[src/rtl/pixel_serializer.sv]
// pixel_serializer: buffers fetched video words and shifts them out MSB-first as BPP-bit pixels, one per DIV clocks.
// Latency: a word pushed into an empty FIFO with enable high shows its first pixel two clocks after it is offered.
// Backpressure: load_ready drops while the word FIFO holds FIFO_DEPTH words; an empty FIFO at a word boundary flags underrun.

// Small synchronous word FIFO: registered level, no read bypass, flush empties it.
module pixel_fifo #(
  parameter int W     = 8,
  parameter int DEPTH = 2
) (
  input  logic                       clk_i,
  input  logic                       rst_i,
  input  logic                       flush_i,
  input  logic                       push_i,
  input  logic [W-1:0]               data_i,
  input  logic                       pop_i,
  output logic [W-1:0]               data_o,
  output logic [$clog2(DEPTH):0]     level_o,
  output logic                       full_o,
  output logic                       empty_o
);

  localparam int AW = (DEPTH > 1) ? $clog2(DEPTH) : 1;
  localparam int LW = $clog2(DEPTH) + 1;

  logic [W-1:0]  mem_q [DEPTH];
  logic [AW-1:0] wr_ptr_q;
  logic [AW-1:0] rd_ptr_q;
  logic [LW-1:0] level_q;
  logic          push_ok;
  logic          pop_ok;

  assign full_o  = (level_q == LW'(DEPTH));
  assign empty_o = (level_q == '0);
  // A flush wins over any push or pop offered in the same cycle.
  assign push_ok = push_i && !full_o && !flush_i;
  assign pop_ok  = pop_i && !empty_o && !flush_i;
  assign data_o  = mem_q[rd_ptr_q];
  assign level_o = level_q;

  // Storage array: written on accepted pushes only, contents need no reset.
  always_ff @(posedge clk_i) begin
    if (push_ok) begin
      mem_q[wr_ptr_q] <= data_i;
    end
  end

  // Pointers wrap naturally because DEPTH is a power of two; level tracks occupancy.
  always_ff @(posedge clk_i or posedge rst_i) begin
    if (rst_i) begin
      wr_ptr_q <= '0;
      rd_ptr_q <= '0;
      level_q  <= '0;
    end else if (flush_i) begin
      wr_ptr_q <= '0;
      rd_ptr_q <= '0;
      level_q  <= '0;
    end else begin
      if (push_ok) begin
        wr_ptr_q <= wr_ptr_q + AW'(1);
      end
      if (pop_ok) begin
        rd_ptr_q <= rd_ptr_q + AW'(1);
      end
      case ({push_ok, pop_ok})
        2'b10:   level_q <= level_q + LW'(1);
        2'b01:   level_q <= level_q - LW'(1);
        default: level_q <= level_q;
      endcase
    end
  end

endmodule

module pixel_serializer #(
  parameter int             DATA_WIDTH = 8,
  parameter int             BPP        = 1,
  parameter int             DIV        = 2,
  parameter int             FIFO_DEPTH = 2,
  parameter logic [BPP-1:0] IDLE_PIXEL = {BPP{1'b1}}
) (
  input  logic                          clk,
  input  logic                          reset,
  input  logic                          enable,
  input  logic                          line_flush,
  input  logic                          load_valid,
  input  logic [DATA_WIDTH-1:0]         load_data,
  output logic                          load_ready,
  output logic [$clog2(FIFO_DEPTH):0]   fifo_level,
  output logic [BPP-1:0]                pixel,
  output logic                          pixel_valid,
  output logic                          pixel_tick,
  output logic                          underrun
);

  localparam int NPIX = DATA_WIDTH / BPP;
  localparam int CW   = $clog2(NPIX + 1);
  localparam int DVW  = (DIV > 1) ? $clog2(DIV) : 1;
  // An empty shifter holds idle pixels so the output mux is just the top slice.
  localparam logic [DATA_WIDTH-1:0] IDLE_WORD = {NPIX{IDLE_PIXEL}};

  typedef enum logic [1:0] {
    ST_IDLE   = 2'd0,
    ST_PRIME  = 2'd1,
    ST_ACTIVE = 2'd2
  } state_e;

  state_e                state_q;
  state_e                state_d;
  logic [DATA_WIDTH-1:0] shreg_q;
  logic [DATA_WIDTH-1:0] shreg_d;
  logic [CW-1:0]         remain_q;
  logic [CW-1:0]         remain_d;
  logic [DVW-1:0]        div_q;
  logic [DVW-1:0]        div_d;
  logic                  valid_q;
  logic                  valid_d;
  logic                  tick_q;
  logic                  tick_d;
  logic                  underrun_q;
  logic                  underrun_d;

  logic                  fifo_pop;
  logic [DATA_WIDTH-1:0] fifo_dat;
  logic                  fifo_full;
  logic                  fifo_empty;
  logic                  div_last;
  logic                  last_pixel;

  pixel_fifo #(
    .W     (DATA_WIDTH),
    .DEPTH (FIFO_DEPTH)
  ) u_fifo (
    .clk_i   (clk),
    .rst_i   (reset),
    .flush_i (line_flush),
    .push_i  (load_valid),
    .data_i  (load_data),
    .pop_i   (fifo_pop),
    .data_o  (fifo_dat),
    .level_o (fifo_level),
    .full_o  (fifo_full),
    .empty_o (fifo_empty)
  );

  assign load_ready  = !fifo_full;
  assign div_last    = (div_q == DVW'(DIV - 1));
  assign last_pixel  = (remain_q <= CW'(1));

  assign pixel       = shreg_q[DATA_WIDTH-1 -: BPP];
  assign pixel_valid = valid_q;
  assign pixel_tick  = tick_q;
  assign underrun    = underrun_q;

  // State register.
  always_ff @(posedge clk or posedge reset) begin
    if (reset) begin
      state_q <= ST_IDLE;
    end else begin
      state_q <= state_d;
    end
  end

  // Next-state: flush, then enable, then the normal IDLE/PRIME/ACTIVE progression.
  always_comb begin
    state_d = state_q;
    if (line_flush) begin
      state_d = enable ? ST_PRIME : ST_IDLE;
    end else if (!enable) begin
      state_d = ST_IDLE;
    end else begin
      case (state_q)
        // Enable high with an empty shifter behaves as PRIME straight away.
        ST_IDLE, ST_PRIME: begin
          state_d = fifo_empty ? ST_PRIME : ST_ACTIVE;
        end
        ST_ACTIVE: begin
          if (div_last && last_pixel && fifo_empty) begin
            state_d = ST_PRIME;
          end
        end
        default: state_d = ST_IDLE;
      endcase
    end
  end

  // Datapath and output next values: shifter, pixel counter, divider, flags, FIFO pop.
  always_comb begin
    shreg_d    = shreg_q;
    remain_d   = remain_q;
    div_d      = div_q;
    valid_d    = valid_q;
    tick_d     = 1'b0;
    underrun_d = underrun_q;
    fifo_pop   = 1'b0;
    if (line_flush) begin
      shreg_d    = IDLE_WORD;
      remain_d   = '0;
      div_d      = '0;
      valid_d    = 1'b0;
      underrun_d = 1'b0;
    end else if (!enable) begin
      // Line inactive: drop the current word, park the divider, keep the FIFO.
      shreg_d  = IDLE_WORD;
      remain_d = '0;
      div_d    = '0;
      valid_d  = 1'b0;
    end else begin
      case (state_q)
        ST_IDLE, ST_PRIME: begin
          div_d = '0;
          if (!fifo_empty) begin
            fifo_pop = 1'b1;
            shreg_d  = fifo_dat;
            remain_d = CW'(NPIX);
            valid_d  = 1'b1;
            tick_d   = 1'b1;
          end else begin
            // Waiting for the first word of a line is not an underrun.
            shreg_d  = IDLE_WORD;
            remain_d = '0;
            valid_d  = 1'b0;
          end
        end
        ST_ACTIVE: begin
          if (!div_last) begin
            div_d = div_q + DVW'(1);
          end else begin
            div_d = '0;
            if (!last_pixel) begin
              shreg_d  = (shreg_q << BPP) | DATA_WIDTH'(IDLE_PIXEL);
              remain_d = remain_q - CW'(1);
              tick_d   = 1'b1;
            end else if (!fifo_empty) begin
              // Reload on the same edge so the next word follows with no gap.
              fifo_pop = 1'b1;
              shreg_d  = fifo_dat;
              remain_d = CW'(NPIX);
              tick_d   = 1'b1;
            end else begin
              underrun_d = 1'b1;
              shreg_d    = IDLE_WORD;
              remain_d   = '0;
              valid_d    = 1'b0;
            end
          end
        end
        default: begin
          shreg_d  = IDLE_WORD;
          remain_d = '0;
          div_d    = '0;
          valid_d  = 1'b0;
        end
      endcase
    end
  end

  // Datapath registers; reset leaves the shifter full of idle pixels.
  always_ff @(posedge clk or posedge reset) begin
    if (reset) begin
      shreg_q    <= IDLE_WORD;
      remain_q   <= '0;
      div_q      <= '0;
      valid_q    <= 1'b0;
      tick_q     <= 1'b0;
      underrun_q <= 1'b0;
    end else begin
      shreg_q    <= shreg_d;
      remain_q   <= remain_d;
      div_q      <= div_d;
      valid_q    <= valid_d;
      tick_q     <= tick_d;
      underrun_q <= underrun_d;
    end
  end

endmodule

[config.mk]
export PLATFORM = sky130hd
export DESIGN_NAME = pixel_serializer
export DESIGN_NICKNAME = d
export VERILOG_FILES = /design/src/rtl/pixel_serializer.sv
export SDC_FILE = /design/constraint.sdc
export NUM_CORES = 1
export LEC_CHECK = 0
export CORE_ASPECT_RATIO = 2
export CORE_MARGIN = 10
export CORE_UTILIZATION = 40
export CTS_CLUSTER_DIAMETER = 30
export CTS_CLUSTER_SIZE = 25
export DETAILED_ROUTE_END_ITERATION = 8
export DONT_BUFFER_PORTS = 1
export GPL_TIMING_DRIVEN = 0
export HOLD_SLACK_MARGIN = 0.03
export PLACE_DENSITY_LB_ADDON = 0.1
export SKIP_CTS_REPAIR_TIMING = 1
export SLEW_MARGIN = 25
export SYNTH_ARGS = -nofsm -noshare
export SYNTH_HDL_FRONTEND = slang
export SYNTH_SLANG_ARGS = --single-unit
[constraint.sdc]
create_clock -name clk -period 3 [get_ports clk]
set_clock_uncertainty 0.15 [all_clocks]
set_input_delay 0.6 -clock clk [delete_from_list [all_inputs] [get_ports clk]]
set_output_delay 0.6 -clock clk [all_outputs]
set_load 0.05 [all_outputs]
==> metrics.md, run 1 <==
| Metric | Value |
|---|---|
| Setup crit start kind | register |
| Status | finished clean |
| Number of synthesis warnings | 0 |
| Syn Area/Cell | 12.1 sq um |
| Top cells by area, synth | edfxtp_1, dfrtp_1, dfstp_2 |
| Reg clk slew, reported paths | 0.08 ns |
| First-pass GRT wire length | 5.68 mm |
| Crit path max fanout | 10 |
| Layout cell share with drive strength beyond 1 | 21.8% |
| Grt ovf | 0 |
| CTS H-tree lvls | 2 |
| Total power | 1.23 mW |
| CTS Buffer Depth | 2 |
| CTS Root Cell | clkbuf_8 |
| Average wire per standard cell | 16.3 um |
| Die H | approximately 110 um |
| Core Region | roughly 4300 sq um |
| Finish-stage setup viols | 0 |
| Hold crit path type | input port to asynchronous set/reset pin |
| Syn_nets | 163 |
| Sequential cell area fraction in the yosys report | around 58% |
| I/O pins | 20 |
| DR pass1 iterations | 4 |
| Placement Setup Slack | 0.0449 ns |
| Area grow syn2layout | 10.5% |
| Clock sinks | 38 |
| Hold Fails Final Rpt | 0 |
| PD cells | around 620 nW/um^2 |
| WL final | 3.42 mm |
| Leakage power total | 0.793 nW |
| Mapped Area | 1790 sq um |
| Routed vias/inst | 5.37 |
| Synth top area share | 26.8% |
| Initial Util | 41.3% |
| Most frequent cells after synthesis | edfxtp_1, dfrtp_1, inv_1 |
| Worst EP arrival | 2.43 ns |
| Ys async rst share | between 50% and 60% |
| Dpl hpwl | 2.63 mm |
| Synth Register Bits | 38 |
| Top cell type by total area after synthesis | edfxtp_1 |
| Ant diodes | 0 |
| RSZ-0062 raised after global routing | false |
| Largest net degree at the start of global routing | 23 |
| Synth cell types | 43 |
| Fmax | roughly 0.38 GHz |
| Clk_lat worst skew | 0.29 ns |
| Post-synth EDFFs | 16 |
| DIE WIDTH | 67.3 um |
| Top FF cell, synth | edfxtp_1 |
| Max-Slew Margin vs Limit | 45.3% |
| Max_cap viols | 0 |
| Top-count cell post-synth | edfxtp_1 |
| Peak supply drop | 0.335 mV |
| Initial DRC Count | 67 |
| Die Area | 7720 sq um |
| Max Slew Vio Count | 0 |
| CTS tree | built |
| # port buffers | 0 |
| Final GP Congestion | a little over 0.8 |
| Post-route clock period utilization | 88.0% |
| PnR worst setup slack | 0.359 ns |
| Layout Nets | between 150 and 200 |
| # DRC | 0 |
| CP endpoint kind | register |
| Initial antenna violation count | 0 |
| Clock buffer count from CTS | 5 |
| Tmin final | 2.64 ns |
| Worst slew pin tran | 0.820 ns |
| Vias in the first global route | about 1200 |
| Row cnt | 34 |
| Crit Path Category | register to register |
| Required time worst endpoint | about 2.8 ns |
| Antenna viol nets, final | 0 |
| Tot GR Track Use | 9.63% |
| Via Count | ~1100 |
| Post-Syn Instances | between 100 and 150 |
critical path, stage by stage, from the launching register on:
cell and delay [ns]:
dfrtp_1 0.65, clkbuf_1 0.38, nand2b_2 0.38, nand2_1 0.24, nor3b_4 0.47
per-stage QoR:
stage | TNS (ns) | instances | utilization [%] | cell area, sq um | hold WS (ns)
floorplan | 0 | 148 | - | 1790 | 0.312
global placement | -4.04 | 202 | 42.8 | 1860 | 0.323
detailed placement | 0 | 202 | 43.1 | 1870 | 0.335
CTS | 0 | 210 | 45.3 | 1960 | 0.202
global route | 0 | 210 | 45.6 | 1980 | 0.199
finish | 0 | 210 | 45.6 | 1980 | 0.206
layout by cell type, fill, tap and decap left out, types with 4 or more instances in the layout:
master    instances
a21oi_1           7
dfrtp_1          14
dfstp_2           8
nand3_1           4
o21ai_0           5
nor3_1            4
a222oi_1          5
inv_1            13
clkbuf_8          6
nand2_1          10
edfxtp_1         16
buf_2             4
mux2i_1           9
nor2_1            9
kinds of logic after synthesis:
family	after synthesis	share of synthesized area (%)
and+or+nand+nor	42	12.9
DFF	38	58.1
AOI/OAI and AO/OA	32	14.9
buffers and inverters	21	5.59
muxes	10	5.66
xor gates and xnor gates	3	1.47
adders and majority gates	2	1.40
final cells by class:
cell class / instances / area (sq um)
fill: 411 / 2360
sequential: 38 / 1040
multi-input combinational: 89 / 676
clock buffer: 6 / 82.6
tap: 54 / 67.6
buffer: 8 / 51.3
inverter: 13 / 48.8
clock inverter: 2 / 12.5
power breakdown:
part / total, mW / switching, mW / internal [mW]
Sequential: 0.659 / 0.0656 / 0.593
Combinational: 0.208 / 0.125 / 0.0834
Clock: 0.362 / 0.177 / 0.185
Total: 1.23 / 0.368 / 0.861
metal layers:
metal	GRT usage (%)	vias up	wire length (um)
met3	2.55	6	141
li1	-	558	-
met2	17.4	15	1980
met5	0	-	0
met4	4.13	0	47
met1	9.77	549	1250
sequential cells by signal (all words and copies together) (netlist names):
register / cells
div_last: 1
pixel_tick: 1
pixel_valid: 1
remain_q: 4
shreg_q: 8
state_q: 2
u_fifo.level_o: 2
u_fifo.mem_q: 16
u_fifo.rd_ptr_q: 1
u_fifo.wr_ptr_q: 1
underrun: 1
path summary, 6_finish.rpt:
check	from	to	slack, ns	cells past startpoint
max	u_fifo.level_o[0]	u_fifo.mem_q[1][6]	0.36	4
max reg2reg	u_fifo.level_o[0]	u_fifo.mem_q[1][6]	0.36	4
min reg2reg	shreg_q[4]	shreg_q[4]	0.34	2
max in group asynchronous	reset	u_fifo.rd_ptr_q	1.98	1
min in group clk	line_flush	u_fifo.wr_ptr_q	0.21	1
min	reset	div_last	0.21	1
(Power assumes the default switching activity.)
==> run 2: changes to the inputs <==
--- a/config.mk
+++ b/config.mk
@@ -5,6 +5,9 @@
 export SDC_FILE = /design/constraint.sdc
 export NUM_CORES = 1
 export LEC_CHECK = 0
+export CAP_MARGIN = 15
+export CELL_PAD_IN_SITES_DETAIL_PLACEMENT = 0
+export CELL_PAD_IN_SITES_GLOBAL_PLACEMENT = 2
 export CORE_ASPECT_RATIO = 2
 export CORE_MARGIN = 10
 export CORE_UTILIZATION = 40
==> metrics.md, run 2 (synthesis results as in run 1) <==
| Metric | Value |
|---|---|
| Initial antenna violation count | 0 (unchanged) |
| Die Area | 7720 sq um (unchanged) |
| CTS Buffer Depth | 2 (unchanged) |
| PnR worst setup slack | 0.147 ns (-0.212 ns) |
| Max Slew Vio Count | 0 (unchanged) |
| Via Count | 1129 (+0.089%) |
| Grt ovf | 0 (unchanged) |
| Crit path max fanout | 10 (unchanged) |
| WL final | 3.46 mm (+1.2%) |
| # DRC | 0 (unchanged) |
| Core Region | 4340 sq um (unchanged) |
| Tot GR Track Use | 9.82% (+0.20 points) |
| CTS Root Cell | clkbuf_8 |
| Clk_lat worst skew | 0.29 ns (about the same) |
| Final Cell Area | 1960 sq um (-0.82%) |
| Top Registers | u_fifo.mem_q x16, shreg_q x8, remain_q x4 |
| Worst EP arrival | 2.64 ns (+0.21 ns) |
| Die H | 115 um (unchanged) |
| PD cells | 607 nW/um^2 (-2.3%) |
| Ant diodes | 0 (unchanged) |
| Layout Utilization | 45.2% (-0.37 points) |
| Setup crit start kind | register |
| Post-route clock period utilization | 95.1% (+7.1 points) |
| RSZ-0062 raised after global routing | false |
| Largest Register | u_fifo.mem_q |
| Finish-stage setup viols | 0 (unchanged) |
| Initial Util | 41.3% (unchanged) |
| I/O pins | 20 (unchanged) |
| Row cnt | 34 (unchanged) |
| Hold Fails Final Rpt | 0 (unchanged) |
| Largest register FFs | 16 (unchanged) |
| Worst slew pin tran | 0.836 ns (+0.0158 ns) |
| Area grow syn2layout | 9.57% |
| Status | finished clean |
| Most frequent cells in the layout | edfxtp_1, dfrtp_1, inv_1 |
| Leading cell type in the layout, fill and taps excluded | edfxtp_1 |
| # port buffers | 0 (unchanged) |
| Reg clk slew, reported paths | 0.07 ns (about the same) |
| Crit Path Category | register to register |
| Required time worst endpoint | 2.79 ns (about the same) |
| Area after DPL | 1870 sq um (unchanged) |
| Placement Setup Slack | 0.0563 ns (+0.0114 ns) |
| Max_cap viols | 0 (unchanged) |
| Largest net degree at the start of global routing | 23 (unchanged) |
| Fmax | 0.351 GHz (-7.4%) |
| Average wire per standard cell | 16.5 um (+1.2%) |
| First-pass GRT wire length | 5.74 mm (+1.1%) |
| Clock buffer count from CTS | 5 (unchanged) |
| Leakage power total | 0.788 nW (-0.62%) |
| DIE WIDTH | 67.3 um (unchanged) |
| Vias in the first global route | 1218 (+5.3%) |
| Hold crit path type | input port to asynchronous set/reset pin |
| CTS tree | built |
| Routed vias/inst | 5.38 (about the same) |
| Antenna viol nets, final | 0 (unchanged) |
| DR pass1 iterations | 4 (unchanged) |
| Combined area of the multi-input logic cells | 673 sq um (-0.37%) |
| Sequential cell area | 1040 sq um (unchanged) |
| Layout Nets | 170 (unchanged) |
| CP endpoint kind | register |
| Clock sinks | 38 (unchanged) |
| Peak supply drop | 0.361 mV (+7.7%) |
| Fillers | 422 (+2.7%) |
| Tmin final | 2.85 ns (+0.212 ns) |
| Final GP Congestion | 0.795 (-3.3%) |
| Max-Slew Margin vs Limit | 44.2% (-1.1 points) |
| Layout cell share with drive strength beyond 1 | 19.9% (-1.9 points) |
| Dpl hpwl | 2.65 mm (+0.65%) |
| CTS H-tree lvls | 2 (unchanged) |
| Initial DRC Count | 25 (-63%) |
==> run 2: cell types whose count changed in the layout (fill, tap and decap cells not counted) <==
cell / change
nand2b_2: -1
nand2b_1: +1
clkbuf_8: -1
clkbuf_1: +1
clkinv_1: +1
clkinvlp_4: -1
==> run 2: area by class of cell <==
type | count | share of cell area, %
buffer | 8 | 2.61
clock inverter | 2 | 0.446
clock buffer | 6 | 3.70
tap | 54 | 3.44
sequential | 38 | 53.0
multi-input combinational | 89 | 34.3
inverter | 13 | 2.49
==> run 2: routing by layer <==
metal	share of wire (%)	global-route usage, %	vias up	routed length [um]
met4	4.7	6.89	0	163
met2	55	17.2	23	1890
met3	5.4	3.33	12	188
met1	35	8.96	538	1220
li1	-	-	556	-
met5	0	0	-	0
==> run 2: report_power, final <==
part	leakage, nW	switching, mW	internal [mW]	total [mW]
sequential	0.420	0.0640	0.594	0.658
clock	0.0426	0.165	0.159	0.324
combinational	0.325	0.127	0.0822	0.209
==> run 2: critical path, stage by stage (launching register included) <==
cell,delay (ns)
dfrtp_1,0.64
clkbuf_1,0.40
nand2b_1,0.52
nand2_1,0.30
nor3b_4,0.48
==> run 2: path summary, 6_finish.rpt <==
path	from	endpoint	slack, ns	cells past startpoint
worst min-delay path	reset	remain_q[0]	0.22	1
worst min register to register	shreg_q[2]	shreg_q[2]	0.35	2
max in group asynchronous	reset	u_fifo.rd_ptr_q	1.96	1
worst max register to register	u_fifo.level_o[0]	u_fifo.mem_q[1][6]	0.15	4
worst max-delay path	u_fifo.level_o[0]	u_fifo.mem_q[1][6]	0.15	4
min in group clk	line_flush	u_fifo.level_o[1]	0.22	1
==> run 2: through the flow <==
stage                     setup TNS (ns)  std cells  power, mW  hold slack, ns
after floorplan                        0        148      0.828           0.312
after global placement             -3.55        202      0.870           0.324
after detailed placement               0        202      0.876           0.332
after CTS                              0        210       1.20           0.217
after global routing                   0        210       1.25           0.212
final                                  0        210       1.19           0.215
